`src/rtl/sr_drv_pkg.sv`:
```
// Shared types and limits for the SR latch driver: FSM states, counter width
// and the legal range of the pulse/gap width parameters.
package sr_drv_pkg;

  localparam int unsigned CNT_W = 4;
  localparam int unsigned W_MIN = 1;
  localparam int unsigned W_MAX = (1 << CNT_W) - 1;

  typedef enum logic [2:0] {
    INIT,
    IDLE,
    PULSE,
    GAP,
    ACK
  } state_t;

  // A phase of w cycles loads w-1 and ends on the cycle the counter reads 0.
  function automatic logic [CNT_W-1:0] cnt_load(input int unsigned w);
    return CNT_W'(w - 1);
  endfunction

endpackage

```
`src/rtl/sr_latch_driver_if.sv`:
```
// Request handshake between the controlling logic (master) and the latch
// driver (slave).
interface sr_latch_driver_if;

  logic req_valid;
  logic req_level;
  logic req_ready;
  logic done;

  modport master (
    output req_valid,
    output req_level,
    input  req_ready,
    input  done
  );

  modport slave (
    input  req_valid,
    input  req_level,
    output req_ready,
    output done
  );

endinterface

```
`src/rtl/sr_pulse_timer.sv`:
```
// Loadable down-counter with a zero flag; stops at 0 rather than wrapping.
module sr_pulse_timer
  import sr_drv_pkg::*;
(
  input  logic             clk,
  input  logic             rst_n,
  input  logic             load,
  input  logic [CNT_W-1:0] load_val,
  output logic             zero
);

  logic [CNT_W-1:0] cnt;

  always_ff @(posedge clk or negedge rst_n) begin
    if (!rst_n) begin
      cnt <= '0;
    end else if (load) begin
      cnt <= load_val;
    end else if (cnt != '0) begin
      cnt <= cnt - 1'b1;
    end
  end

  assign zero = (cnt == '0);

endmodule

```
`src/rtl/sr_latch_driver.sv`:
```
// Drives mutually exclusive, width-controlled set/reset pulses into an SR
// latch from a valid/ready request and keeps a shadow of the latch value.
module sr_latch_driver
  import sr_drv_pkg::*;
#(
  parameter int unsigned PULSE_W        = 2,
  parameter int unsigned GAP_W          = 1,
  parameter bit          SKIP_REDUNDANT = 1'b1
) (
  input  logic                     clk,
  input  logic                     rst_n,
  sr_latch_driver_if.slave         bus,
  output logic                     s,
  output logic                     r,
  output logic                     q_shadow
);

  if (PULSE_W < W_MIN || PULSE_W > W_MAX) begin : g_bad_pulse_w
    $error("sr_latch_driver: PULSE_W=%0d outside %0d..%0d", PULSE_W, W_MIN, W_MAX);
  end
  if (GAP_W < W_MIN || GAP_W > W_MAX) begin : g_bad_gap_w
    $error("sr_latch_driver: GAP_W=%0d outside %0d..%0d", GAP_W, W_MIN, W_MAX);
  end

  state_t           state, state_n;
  logic             s_n, r_n, qs_n;
  logic             ready, ready_n;
  logic             lvl, lvl_n;
  logic             silent, silent_n;
  logic             load;
  logic [CNT_W-1:0] load_val;
  logic             zero;
  logic             pulse_needed;

  sr_pulse_timer u_timer (
    .clk      (clk),
    .rst_n    (rst_n),
    .load     (load),
    .load_val (load_val),
    .zero     (zero)
  );

  always_ff @(posedge clk or negedge rst_n) begin
    if (!rst_n) begin
      state    <= INIT;
      s        <= 1'b0;
      r        <= 1'b0;
      ready    <= 1'b0;
      q_shadow <= 1'b0;
      lvl      <= 1'b0;
      silent   <= 1'b0;
    end else begin
      state    <= state_n;
      s        <= s_n;
      r        <= r_n;
      ready    <= ready_n;
      q_shadow <= qs_n;
      lvl      <= lvl_n;
      silent   <= silent_n;
    end
  end

  assign pulse_needed = !SKIP_REDUNDANT || (bus.req_level != q_shadow);

  always_comb begin
    state_n  = state;
    s_n      = s;
    r_n      = r;
    ready_n  = ready;
    qs_n     = q_shadow;
    lvl_n    = lvl;
    silent_n = silent;
    load     = 1'b0;
    load_val = '0;
    case (state)
      // r still low marks the first edge after reset: start the reset pulse.
      INIT: begin
        if (!r) begin
          r_n      = 1'b1;
          load     = 1'b1;
          load_val = cnt_load(PULSE_W);
        end else if (zero) begin
          r_n      = 1'b0;
          silent_n = 1'b1;
          state_n  = GAP;
          load     = 1'b1;
          load_val = cnt_load(GAP_W);
        end
      end
      IDLE: begin
        if (bus.req_valid && ready) begin
          ready_n = 1'b0;
          if (pulse_needed) begin
            s_n      = bus.req_level;
            r_n      = ~bus.req_level;
            lvl_n    = bus.req_level;
            state_n  = PULSE;
            load     = 1'b1;
            load_val = cnt_load(PULSE_W);
          end else begin
            state_n = ACK;
          end
        end
      end
      PULSE: begin
        if (zero) begin
          s_n      = 1'b0;
          r_n      = 1'b0;
          qs_n     = lvl;
          silent_n = 1'b0;
          state_n  = GAP;
          load     = 1'b1;
          load_val = cnt_load(GAP_W);
        end
      end
      GAP: begin
        if (zero) begin
          silent_n = 1'b0;
          ready_n  = 1'b1;
          state_n  = IDLE;
        end
      end
      ACK: begin
        ready_n = 1'b1;
        state_n = IDLE;
      end
      default: state_n = INIT;
    endcase
  end

  assign bus.req_ready = ready;
  assign bus.done      = ((state == GAP) && zero && !silent) || (state == ACK);

endmodule

```
`src/flat_wrapper.sv`:
```
// flat-port wrapper written by rule: the top's interface ports become plain ports
module sr_latch_driver_flat import sr_drv_pkg::*;
#(
  parameter int unsigned PULSE_W        = 2,
  parameter int unsigned GAP_W          = 1,
  parameter bit          SKIP_REDUNDANT = 1'b1
)
  (clk, rst_n, s, r, q_shadow, bus_req_valid, bus_req_level, bus_req_ready, bus_done);
  sr_latch_driver_if bus_i ();
  input  logic clk;
  input  logic rst_n;
  output logic s;
  output logic r;
  output logic q_shadow;
  input wire logic [$bits(bus_i.req_valid)-1:0] bus_req_valid;
  input wire logic [$bits(bus_i.req_level)-1:0] bus_req_level;
  output wire logic [$bits(bus_i.req_ready)-1:0] bus_req_ready;
  output wire logic [$bits(bus_i.done)-1:0] bus_done;
  assign bus_i.req_valid = bus_req_valid;
  assign bus_i.req_level = bus_req_level;
  assign bus_req_ready = bus_i.req_ready;
  assign bus_done = bus_i.done;
  sr_latch_driver #(.PULSE_W(PULSE_W), .GAP_W(GAP_W), .SKIP_REDUNDANT(SKIP_REDUNDANT)) u_core (.clk(clk), .rst_n(rst_n), .bus(bus_i), .s(s), .r(r), .q_shadow(q_shadow));
endmodule
```
`config.mk`:
```
export PLATFORM = sky130hd
export DESIGN_NAME = sr_latch_driver_flat
export DESIGN_NICKNAME = d
export VERILOG_FILES = /design/src/rtl/sr_drv_pkg.sv /design/src/rtl/sr_latch_driver_if.sv /design/src/rtl/sr_pulse_timer.sv /design/src/rtl/sr_latch_driver.sv /design/src/flat_wrapper.sv
export SDC_FILE = /design/constraint.sdc
export NUM_CORES = 1
export LEC_CHECK = 0
export ABC_CLOCK_PERIOD_IN_PS = 1900
export BUFFER_PORTS_ARGS = -buffer_cell sky130_fd_sc_hd__buf_2
export CORE_MARGIN = 5
export CORE_UTILIZATION = 50
export CTS_CLUSTER_DIAMETER = 120
export DETAILED_ROUTE_END_ITERATION = 10
export PLACE_DENSITY = 0.72
export SLEW_MARGIN = 20
export SYNTH_ARGS = -nofsm -noshare
export SYNTH_HDL_FRONTEND = slang
export SYNTH_HIERARCHICAL = 1
export SYNTH_SLANG_ARGS = --single-unit
export TNS_END_PERCENT = 10
```
`constraint.sdc`:
```
create_clock -name clk -period 1.9 [get_ports clk]
set_input_delay 0.095 -clock clk [delete_from_list [all_inputs] [get_ports clk]]
set_output_delay 0.095 -clock clk [all_outputs]
set_load 0.02 [all_outputs]
```
==> results.py, run 1 <==
metrics = {
    "finish": {
        "area_growth_pct": 18.9,
        "final_cell_mix": "13 x dfrtp_1, 10 x nand2_1, 9 x buf_4",
        "layout_commonest_cell": "dfrtp_1",
        "antenna_cells": 0,
        "layout.nets": 111,
        "finalInstanceArea_um2": 982,
        "fillers": 130,
        "drive_gt1_share_pct": 29.5,
    },
    "detailed_routing": {
        "dr.pass1.iters": 4,
        "finalWirelength_um": 1780,
        "drc": 0,
        "viasPerCell": 5.89,
        "wl_per_cell_um": 14.7,
        "drtIter0Drc": 14,
        "ant_nets": 0,
        "dr_total_vias": 713,
    },
    "sta": {
        "setup_ws_ns": 0.0994,
        "maxSlewViolCount": 0,
        "finalCritPeriodShare_pct": 94.8,
        "hold_slack_ns": 0.114,
        "hold_violations": 0,
        "min_period_ns": 1.80,
        "setup_viol": 0,
        "finalSetupTns_ns": 0,
        "fin_worst_skew_ns": 0.00271,
        "max_freq_mhz": 555,
    },
    "worst_setup_path": {
        "regToRegEndpoint": "u_core/u_timer/cnt[3]",
        "critPathSlowestCell": "dfrtp_1",
        "critical_path_arrival_ns": 1.71,
        "worstPathCellList": "inv_1 > ha_4 > nor3b_4 > nand3b_1 > o21ai_2 > buf_4",
        "cp-startpoint": "u_core/u_timer/cnt[0]",
        "crit_end": "bus_done",
        "reg2reg_slack_ns": 0.13,
        "worstPathRequired_ns": 1.80,
        "reg2reg_from": "u_core/state[2]",
        "worstSetupEndpointType": "output port",
        "worstRegToRegCells": 5,
        "critPathTopFamily": "simple AND/OR/NAND/NOR gates",
        "critical_path_class": "reg2out",
        "worst_setup_path_start_kind": "register",
        "path_buf_inv": 2,
        "crit_path_max_fanout": 4,
        "cp_num_cells": 6,
        "critPathMaxStageDelay_ns": 0.38,
    },
    "grt": {
        "antenna_found_initial": 0,
        "grt_overflow": 0,
        "grt_pass1_wl_um": 3000,
        "grt_pass1_vias": 664,
        "grt_usage_pct": 15.3,
        "grt_max_degree": 14,
    },
    "floorplanning": {
        "rows": 14,
        "start_util_pct": 53.6,
        "die-area_mm2": 0.00256,
        "io_pins": 9,
        "die_h_um": 50.6,
        "core-area_mm2": 0.00154,
        "die_w_um": 50.6,
    },
    "placement": {
        "place_ws_ns": 0.117,
        "gp_congestion": 0.826,
        "dpl_cell_area_um2": 920,
        "place.port_buffers": 8,
        "place_hpwl_um": 1260,
    },
    "hold_path": {
        "hold_class": "in2reg",
    },
    "clock_network": {
        "cts_tree": "done",
        "cts.sinks": 13,
        "cts_buffers": 3,
        "cts.root.buffer_cell": "clkbuf_4",
        "h-tree-depth": 1,
        "clkLatencyLatePin_ns": 0.28,
        "path_clk_slew_ns": 0.09,
        "clock_path_buffers": 2,
    },
    "pwr": {
        "p_per_area_mw_per_mm2": 1730,
        "p_leak_uw": 0.000438,
        "vdd_ir_drop_max_mv": 0.930,
        "finalPower_uw": 1700,
    },
    "logic_synthesis": {
        "async_reset_ff_share_pct": 100,
        "synth-edff-count": 0,
        "synth_flop_cell": "dfrtp_1",
        "ys_seq_area_share_pct": 39.4,
        "yosys.cell_types.count": 41,
        "syn_inst": 88,
        "synth_seq_cells": 13,
        "synth_area_per_cell_um2": 9.38,
        "yosys_warnings": 6,
        "synth.cell_area_um2": 826,
    },
    "flow_run": {
        "cap_violations": 0,
    },
    "run_status": {
        "status": "completed",
    },
}
==> sequential cells by signal, summed over array words and instances (netlist names) <==
| name | flops |
|---|---|
| u_core/lvl | 1 |
| u_core/bus.req_ready | 1 |
| u_core/r | 1 |
| u_core/state | 3 |
| u_core/u_timer/cnt | 4 |
| u_core/q_shadow | 1 |
| u_core/s | 1 |
| u_core/silent | 1 |
==> cells in the mapped netlist, types with 2 or more instances <==
| library cell | number | area share (%) |
|---|---|---|
| nand2_1 | 10 | 4.5 |
| nor2b_1 | 3 | 2.3 |
| a31oi_1 | 2 | 1.5 |
| dfrtp_1 | 13 | 39 |
| mux2_2 | 2 | 2.7 |
| buf_2 | 2 | 1.2 |
| nand3_1 | 2 | 1.2 |
| nor2_1 | 7 | 3.2 |
| clkbuf_1 | 3 | 1.4 |
| inv_1 | 3 | 1.4 |
| a221o_1 | 2 | 2.4 |
| mux2i_1 | 2 | 2.4 |
| nor3_1 | 2 | 1.2 |
| o21ai_0 | 8 | 4.8 |
==> stage by stage <==
step	utilization, %	cells
3_5_place_dp	59.7	115
5_1_grt	63.7	121
2_1_floorplan	-	90
6_report	63.7	121
3_3_place_gp	59.7	115
4_1_cts	62.0	120
==> timing repair <==
action	CTS	global route
pin swaps	0	3
gates cloned	0	0
buffers inserted	0	1
hold buffers	1	0
endpoints found under the hold margin	13	0
gates resized for setup	1	4
endpoints found under the setup margin	1	2
==> per-layer routing <==
metal	wire [um]	global-route usage, %	up-vias
met5	0	0	-
met4	23	6.38	0
met3	87	3.55	3
met2	793	22.3	17
met1	871	21.5	342
li1	-	-	351
==> layout make-up <==
class	instances	area [um^2]	share of cell area (%)
flip-flops and latches	13	325	33.1
multi-input cells	68	487	49.6
well taps	16	20.0	2.04
repair buffers	17	113	11.5
clock buffers	4	26.3	2.68
inverters	3	11.3	1.15
==> worst min-delay path: cells and delay by family <==
family,cells,cell delay [ns]
AOI/OAI and AO/OA,1,0.05
buffers and inverters,1,0.13
and+or+nand+nor,1,0.08
==> cells by family after synthesis <==
family / count (synthesis) / synth area share (%)
simple gates: 35 / 24.9
mux: 4 / 5.15
buf+inv: 9 / 4.54
flops: 13 / 39.4
other cells: 1 / 0.454
fa+ha+maj: 1 / 1.51
compound gates: 23 / 21.1
xor+xnor: 2 / 3.03
==> power by group <==
group	total [uW]	switching (uW)	internal, uW
Clock	184	102	81.6
Combinational	1000	527	474
Sequential	514	109	405
Total	1700	739	960
==> how the worst min path moves through the flow <==
stage | depth (start not counted) | end | startpoint | slack [ns]
after CTS | 3 | u_core/state[1] | bus_req_valid | 0.11
final | 3 | u_core/state[1] | bus_req_valid | 0.11
after floorplan | 0 | u_core/bus.req_ready | rst_n | -0.20
after global routing | 3 | u_core/state[1] | bus_req_valid | 0.10
after detailed placement | 1 | u_core/lvl | rst_n | 0.003
after global placement | 1 | u_core/lvl | rst_n | -0.003
Power figures use the tool's default switching activity.
==> inputs of run 2 (changes only) <==
- SETUP_SLACK_MARGIN: unset -> 0.4
==> results.py, run 2 (synthesis results as in run 1) <==
metrics = {
    "pwr": {
        "vdd_ir_drop_max_mv": 0.930,
        "p_per_area_mw_per_mm2": 1760,
        "seqPwrFrac_pct": 27.5,
        "switching_power_uw": 818,
        "pwr-share-comb_pct": 63.0,
        "clockPowerShare_pct": 9.5,
        "p_leak_uw": 0.000500,
        "internal_power_uw": 1110,
        "p_sw_share_pct": 42.4,
    },
    "grt": {
        "grt_pass1_wl_um": 3510,
        "met2_usage_pct": 28.7,
        "gr-usage-met3_pct": 5.33,
        "gr-usage-met1_pct": 22.7,
        "grt_usage_pct": 18.5,
        "grt_max_degree": 14,
        "grt_overflow": 0,
        "antenna_found_initial": 0,
        "grt_pass1_vias": 768,
        "busiest_layer": "met2",
    },
    "worst_setup_path": {
        "crit_path_max_fanout": 4,
        "reg2reg_slack_ns": 0.18,
        "worstPathRequired_ns": 2.08,
        "worst_setup_path_start_kind": "register",
        "critical_path_class": "reg2reg",
        "worstSetupEndpointType": "register",
        "worstRegToRegCells": 7,
        "reg2reg_from": "u_core/u_timer/cnt[0]",
        "critPathSlowestCell": "dfrtp_1",
        "path_buf_inv": 2,
        "critPathTopFamily": "simple AND/OR/NAND/NOR gates",
        "critical_path_arrival_ns": 1.90,
        "worstPathCellList": "inv_2 > ha_4 > nor3b_4 > nand3b_1 > buf_4 > nor2_4 > mux2_2",
        "critPathMaxStageDelay_ns": 0.40,
        "regToRegEndpoint": "u_core/q_shadow",
    },
    "floorplanning": {
        "start_util_pct": 53.6,
        "die-area_mm2": 0.00256,
        "die_h_um": 50.6,
        "core-area_mm2": 0.00154,
        "io_pins": 9,
        "rows": 14,
        "die_w_um": 50.6,
    },
    "sta": {
        "grt_setup_unrepaired": "true",
        "fin_worst_skew_ns": 0.00324,
        "hold_slack_ns": 0.113,
        "hold_violations": 0,
        "maxSlewViolCount": 0,
        "setup_viol": 0,
        "min_period_ns": 1.72,
        "finalCritPeriodShare_pct": 90.6,
        "finalSetupTns_ns": 0,
        "max_freq_mhz": 581,
    },
    "hold_path": {
        "holdPathStages": 3,
        "holdPathEnd": "u_core/state[1]",
        "min-delay-start": "bus_req_valid",
        "hold_class": "in2reg",
    },
    "detailed_routing": {
        "viasPerCell": 5.83,
        "dr_total_vias": 775,
        "drtIter0Drc": 20,
        "finalWirelength_um": 2040,
        "wl_per_cell_um": 15.3,
        "dr.pass1.iters": 4,
        "drc": 0,
        "ant_nets": 0,
    },
    "clock_network": {
        "h-tree-depth": 1,
        "cts_buffers": 3,
        "clkLatencyLatePin_ns": 0.29,
        "cts.root.buffer_cell": "clkbuf_4",
        "cts.sinks": 13,
        "cts_tree": "done",
        "path_clk_slew_ns": 0.09,
        "clock_path_buffers": 2,
    },
    "finish": {
        "layout.nets": 123,
        "largest_reg_flops": 4,
        "area_growth_pct": 32.6,
        "instances_no_fill": 133,
        "antenna_cells": 0,
        "top_register": "u_core/u_timer/cnt",
        "fillers": 122,
        "layout_commonest_cell": "buf_4",
        "drive_gt1_share_pct": 42.7,
        "final_cell_mix": "21 x buf_4, 13 x dfrtp_1, 10 x nand2_1",
        "top_regs": "u_core/u_timer/cnt: 4 flops, u_core/state: 3 flops",
    },
    "placement": {
        "place.port_buffers": 8,
        "place_hpwl_um": 1250,
        "dp.cells": 114,
        "gp_congestion": 0.814,
    },
    "run_status": {
        "status": "completed",
    },
    "flow_run": {
        "cap_violations": 0,
    },
}
==> run 2: cell count changes in the layout (fill, tap and decap cells not counted), moves of 2 or more <==
cell / change
inv_1: -2
nor2_1: -2
nor2_4: +2
buf_4: +12
inv_2: +2
==> run 2: worst max-delay path by stage <==
stage                               start                    end  slack [ns]  depth (start not counted)
floorplan           u_core/u_timer/cnt[1]  u_core/u_timer/cnt[3]        0.14                          8
global placement    u_core/u_timer/cnt[1]  u_core/u_timer/cnt[3]        0.12                          6
detailed placement  u_core/u_timer/cnt[1]  u_core/u_timer/cnt[3]        0.08                          6
CTS                 u_core/u_timer/cnt[0]               bus_done        0.21                          6
global route        u_core/u_timer/cnt[0]               bus_done        0.08                          6
finish              u_core/u_timer/cnt[0]        u_core/q_shadow        0.18                          7
==> run 2: repair_timing <==
item                                   in CTS  in global routing
gates resized for setup                     8                  1
endpoints found under the hold margin      13                  0
setup endpoints to repair                  11                 11
buffers inserted                           13                  1
pin swaps                                   8                  1
hold buffers                                1                  0
==> run 2: routing by layer <==
layer  vias to the layer above  part of all wire, %  wire, um
met3                         5                  3.3        68
li1                        374                    -         -
met4                         0                  2.4        48
met1                       385                   47       962
met2                        11                   47       959
met5                         -                    0         0
==> run 2: through the flow <==
stage	setup slack, ns	power [uW]	instance area [um^2]	utilization, %
floorplan	0.139	1280	857	-
global placement	0.124	1450	917	59.5
detailed placement	0.0779	1470	917	59.5
CTS	0.213	1880	1080	70.3
global route	0.0824	2080	1090	71.0
finish	0.178	1930	1090	71.0
==> run 2: cell type report <==
type	count	area [um^2]	share of cell area (%)
Multi-Input combinational cell	68	508	46.4
Timing Repair Buffer	29	203	18.5
Tap cell	16	20.0	1.83
Clock inverter	1	5.00	0.457
Clock buffer	3	22.5	2.06
Inverter	3	11.3	1.03
Sequential cell	13	325	29.7
==> run 2: worst reg2reg max path: stages (launching register included) <==
cell      delay, ns
dfrtp_1        0.40
inv_2          0.09
ha_4           0.14
nor3b_4        0.24
nand3b_1       0.15
buf_4          0.17
nor2_4         0.09
mux2_2         0.34
==> run 2: power groups by stage <==
stage	clock network, uW	logic [uW]	registers (uW)
2_1_floorplan	0	730	550
3_3_place_gp	0	915	532
3_5_place_dp	0	937	534
4_1_cts	187	1170	522
5_1_grt	206	1330	547
6_report	184	1220	530
==> inputs of run 3 (changes only) <==
- ABC_CLOCK_PERIOD_IN_PS: 1900 -> 2100
- BUFFER_PORTS_ARGS: -buffer_cell sky130_fd_sc_hd__buf_2 -> unset
- CORE_UTILIZATION: 50 -> 60
- DONT_BUFFER_PORTS: unset -> 1
- PLACE_DENSITY: 0.72 -> 0.76
- clock period: 1.9 -> 2.1 ns (I/O delays scaled with it)
==> results.py, run 3 (synthesis results as in run 1) <==
metrics = {
    "run_status": {
        "status": "completed",
    },
    "sta": {
        "maxSlewViolCount": 0,
        "maxSlewHeadroom_pct": 60.0,
        "finalCritPeriodShare_pct": 85.0,
        "worst_slew_pin_slew_ns": 0.598,
        "min_period_ns": 1.79,
        "finalSetupTns_ns": 0,
        "fin_worst_skew_ns": 0.00294,
        "setup_viol": 0,
        "hold_violations": 0,
        "max_freq_mhz": 560,
        "grt_setup_unrepaired": "true",
    },
    "placement": {
        "place.port_buffers": 0,
        "place_hpwl_um": 1270,
        "gp_congestion": 0.781,
        "dp.cells": 104,
    },
    "worst_setup_path": {
        "worstPathRequired_ns": 2.00,
        "worstPathCellList": "inv_2 > ha_4 > nor3b_4 > nand3b_1 > o21ai_4",
        "cp-startpoint": "u_core/u_timer/cnt[0]",
        "reg2reg_from": "u_core/state[2]",
        "critPathSlowestCell": "dfrtp_1",
        "critical_path_class": "reg2out",
        "critical_path_arrival_ns": 1.68,
        "worst_setup_path_start_kind": "register",
        "critPathTopFamily": "simple AND/OR/NAND/NOR gates",
        "path_buf_inv": 1,
        "crit_path_max_fanout": 4,
        "worstSetupEndpointType": "output port",
        "critPathMaxStageDelay_ns": 0.40,
    },
    "floorplanning": {
        "die_w_um": 47.1,
        "start_util_pct": 63.5,
        "core-area_mm2": 0.00130,
        "rows": 13,
        "die-area_mm2": 0.00222,
        "io_pins": 9,
        "die_h_um": 47.1,
    },
    "clock_network": {
        "cts_buffers": 3,
        "cts_tree": "done",
        "path_clk_slew_ns": 0.09,
        "clock_path_buffers": 2,
        "h-tree-depth": 1,
        "cts.sinks": 13,
        "cts.root.buffer_cell": "clkbuf_4",
        "clkLatencyLatePin_ns": 0.29,
    },
    "grt": {
        "grt_max_degree": 14,
        "grt_usage_pct": 24.5,
        "grt_overflow": 0,
        "grt_pass1_wl_um": 3660,
        "grt_pass1_vias": 773,
        "antenna_found_initial": 0,
    },
    "finish": {
        "instances_no_fill": 132,
        "layout.nets": 123,
        "drive_gt1_share_pct": 41.9,
        "top_register": "u_core/u_timer/cnt",
        "final_cell_mix": "26 x buf_4, 10 x nand2_1, 10 x dfrtp_1",
        "area_growth_pct": 34.8,
        "layout_commonest_cell": "buf_4",
        "antenna_cells": 0,
        "largest_reg_flops": 4,
        "top_regs": "u_core/u_timer/cnt: 4 flops, u_core/state: 3 flops",
    },
    "detailed_routing": {
        "ant_nets": 0,
        "drtIter0Drc": 25,
        "viasPerCell": 6.11,
        "dr_total_vias": 806,
        "drc": 0,
        "dr.pass1.iters": 4,
        "wl_per_cell_um": 17.2,
        "finalWirelength_um": 2260,
    },
    "pwr": {
        "pwr-share-comb_pct": 63.6,
        "switching_power_uw": 766,
        "p_sw_share_pct": 42.3,
        "p_leak_uw": 0.000495,
        "clockPowerShare_pct": 9.3,
        "vdd_ir_drop_max_mv": 1.10,
        "p_per_area_mw_per_mm2": 1630,
        "seqPwrFrac_pct": 27.1,
        "internal_power_uw": 1050,
    },
    "flow_run": {
        "cap_violations": 0,
    },
    "hold_path": {
        "hold_class": "in2reg",
        "min-delay-start": "bus_req_valid",
    },
}
## run 3: cell type report
cell class / count / area (um^2)
Inverter: 3 / 11.3
Sequential cell: 13 / 329
Tap cell: 15 / 18.8
Multi-Input combinational cell: 68 / 503
Fill cell: 77 / 188
Timing Repair Buffer: 29 / 225
Clock buffer: 4 / 26.3
## run 3: worst min-delay path: stages
cell,delay [ns]
nand2_1,0.04
nand2_1,0.05
nand3_1,0.07
## run 3: worst paths after layout
path,end,slack (ns),depth (start not counted)
min in group asynchronous,u_core/q_shadow,0.25,1
setup / recovery,bus_done,0.31,5
hold reg to reg,u_core/silent,0.55,1
hold / removal,u_core/bus.req_ready,0.002,3
setup reg to reg,u_core/u_timer/cnt[3],0.32,5
max in group asynchronous,u_core/state[0],1.42,1
## run 3: per-layer routing
metal,routed length [um],share of wire (%),global-route usage (%),up-vias
met2,1070,47,40.1,31
met5,0,0,0,-
met3,144,6.4,6.51,4
met1,992,44,29.6,397
met4,53,2.3,12.2,0
li1,-,-,-,374
## run 3: repair_timing
action | in CTS | in global routing
pin swaps | 6 | 3
gates resized for setup | 8 | 1
setup buffers | 15 | 6
endpoints found under the hold margin | 15 | 0
hold buffers | 3 | 0
setup endpoints to repair | 7 | 8
## run 3: through the flow
step | setup slack, ns | util [%] | instance area (um^2) | power (uW) | hold slack (ns)
final | 0.314 | 85.6 | 1110 | 1810 | 0.00191
after floorplan | 0.339 | - | 857 | 1160 | -0.191
after detailed placement | 0.216 | 66.7 | 868 | 1290 | -0.190
after global placement | 0.189 | 66.7 | 868 | 1270 | -0.190
after CTS | 0.394 | 81.6 | 1060 | 1680 | 0.00884
after global routing | 0.236 | 85.6 | 1110 | 1950 | 0.0179
## run 3: power groups by stage
stage / combinational, uW / clock, uW / sequential, uW
after floorplan: 660 / 0 / 498
after global placement: 749 / 0 / 519
after detailed placement: 769 / 0 / 523
after CTS: 1030 / 163 / 483
after global routing: 1270 / 177 / 504
final: 1150 / 168 / 491
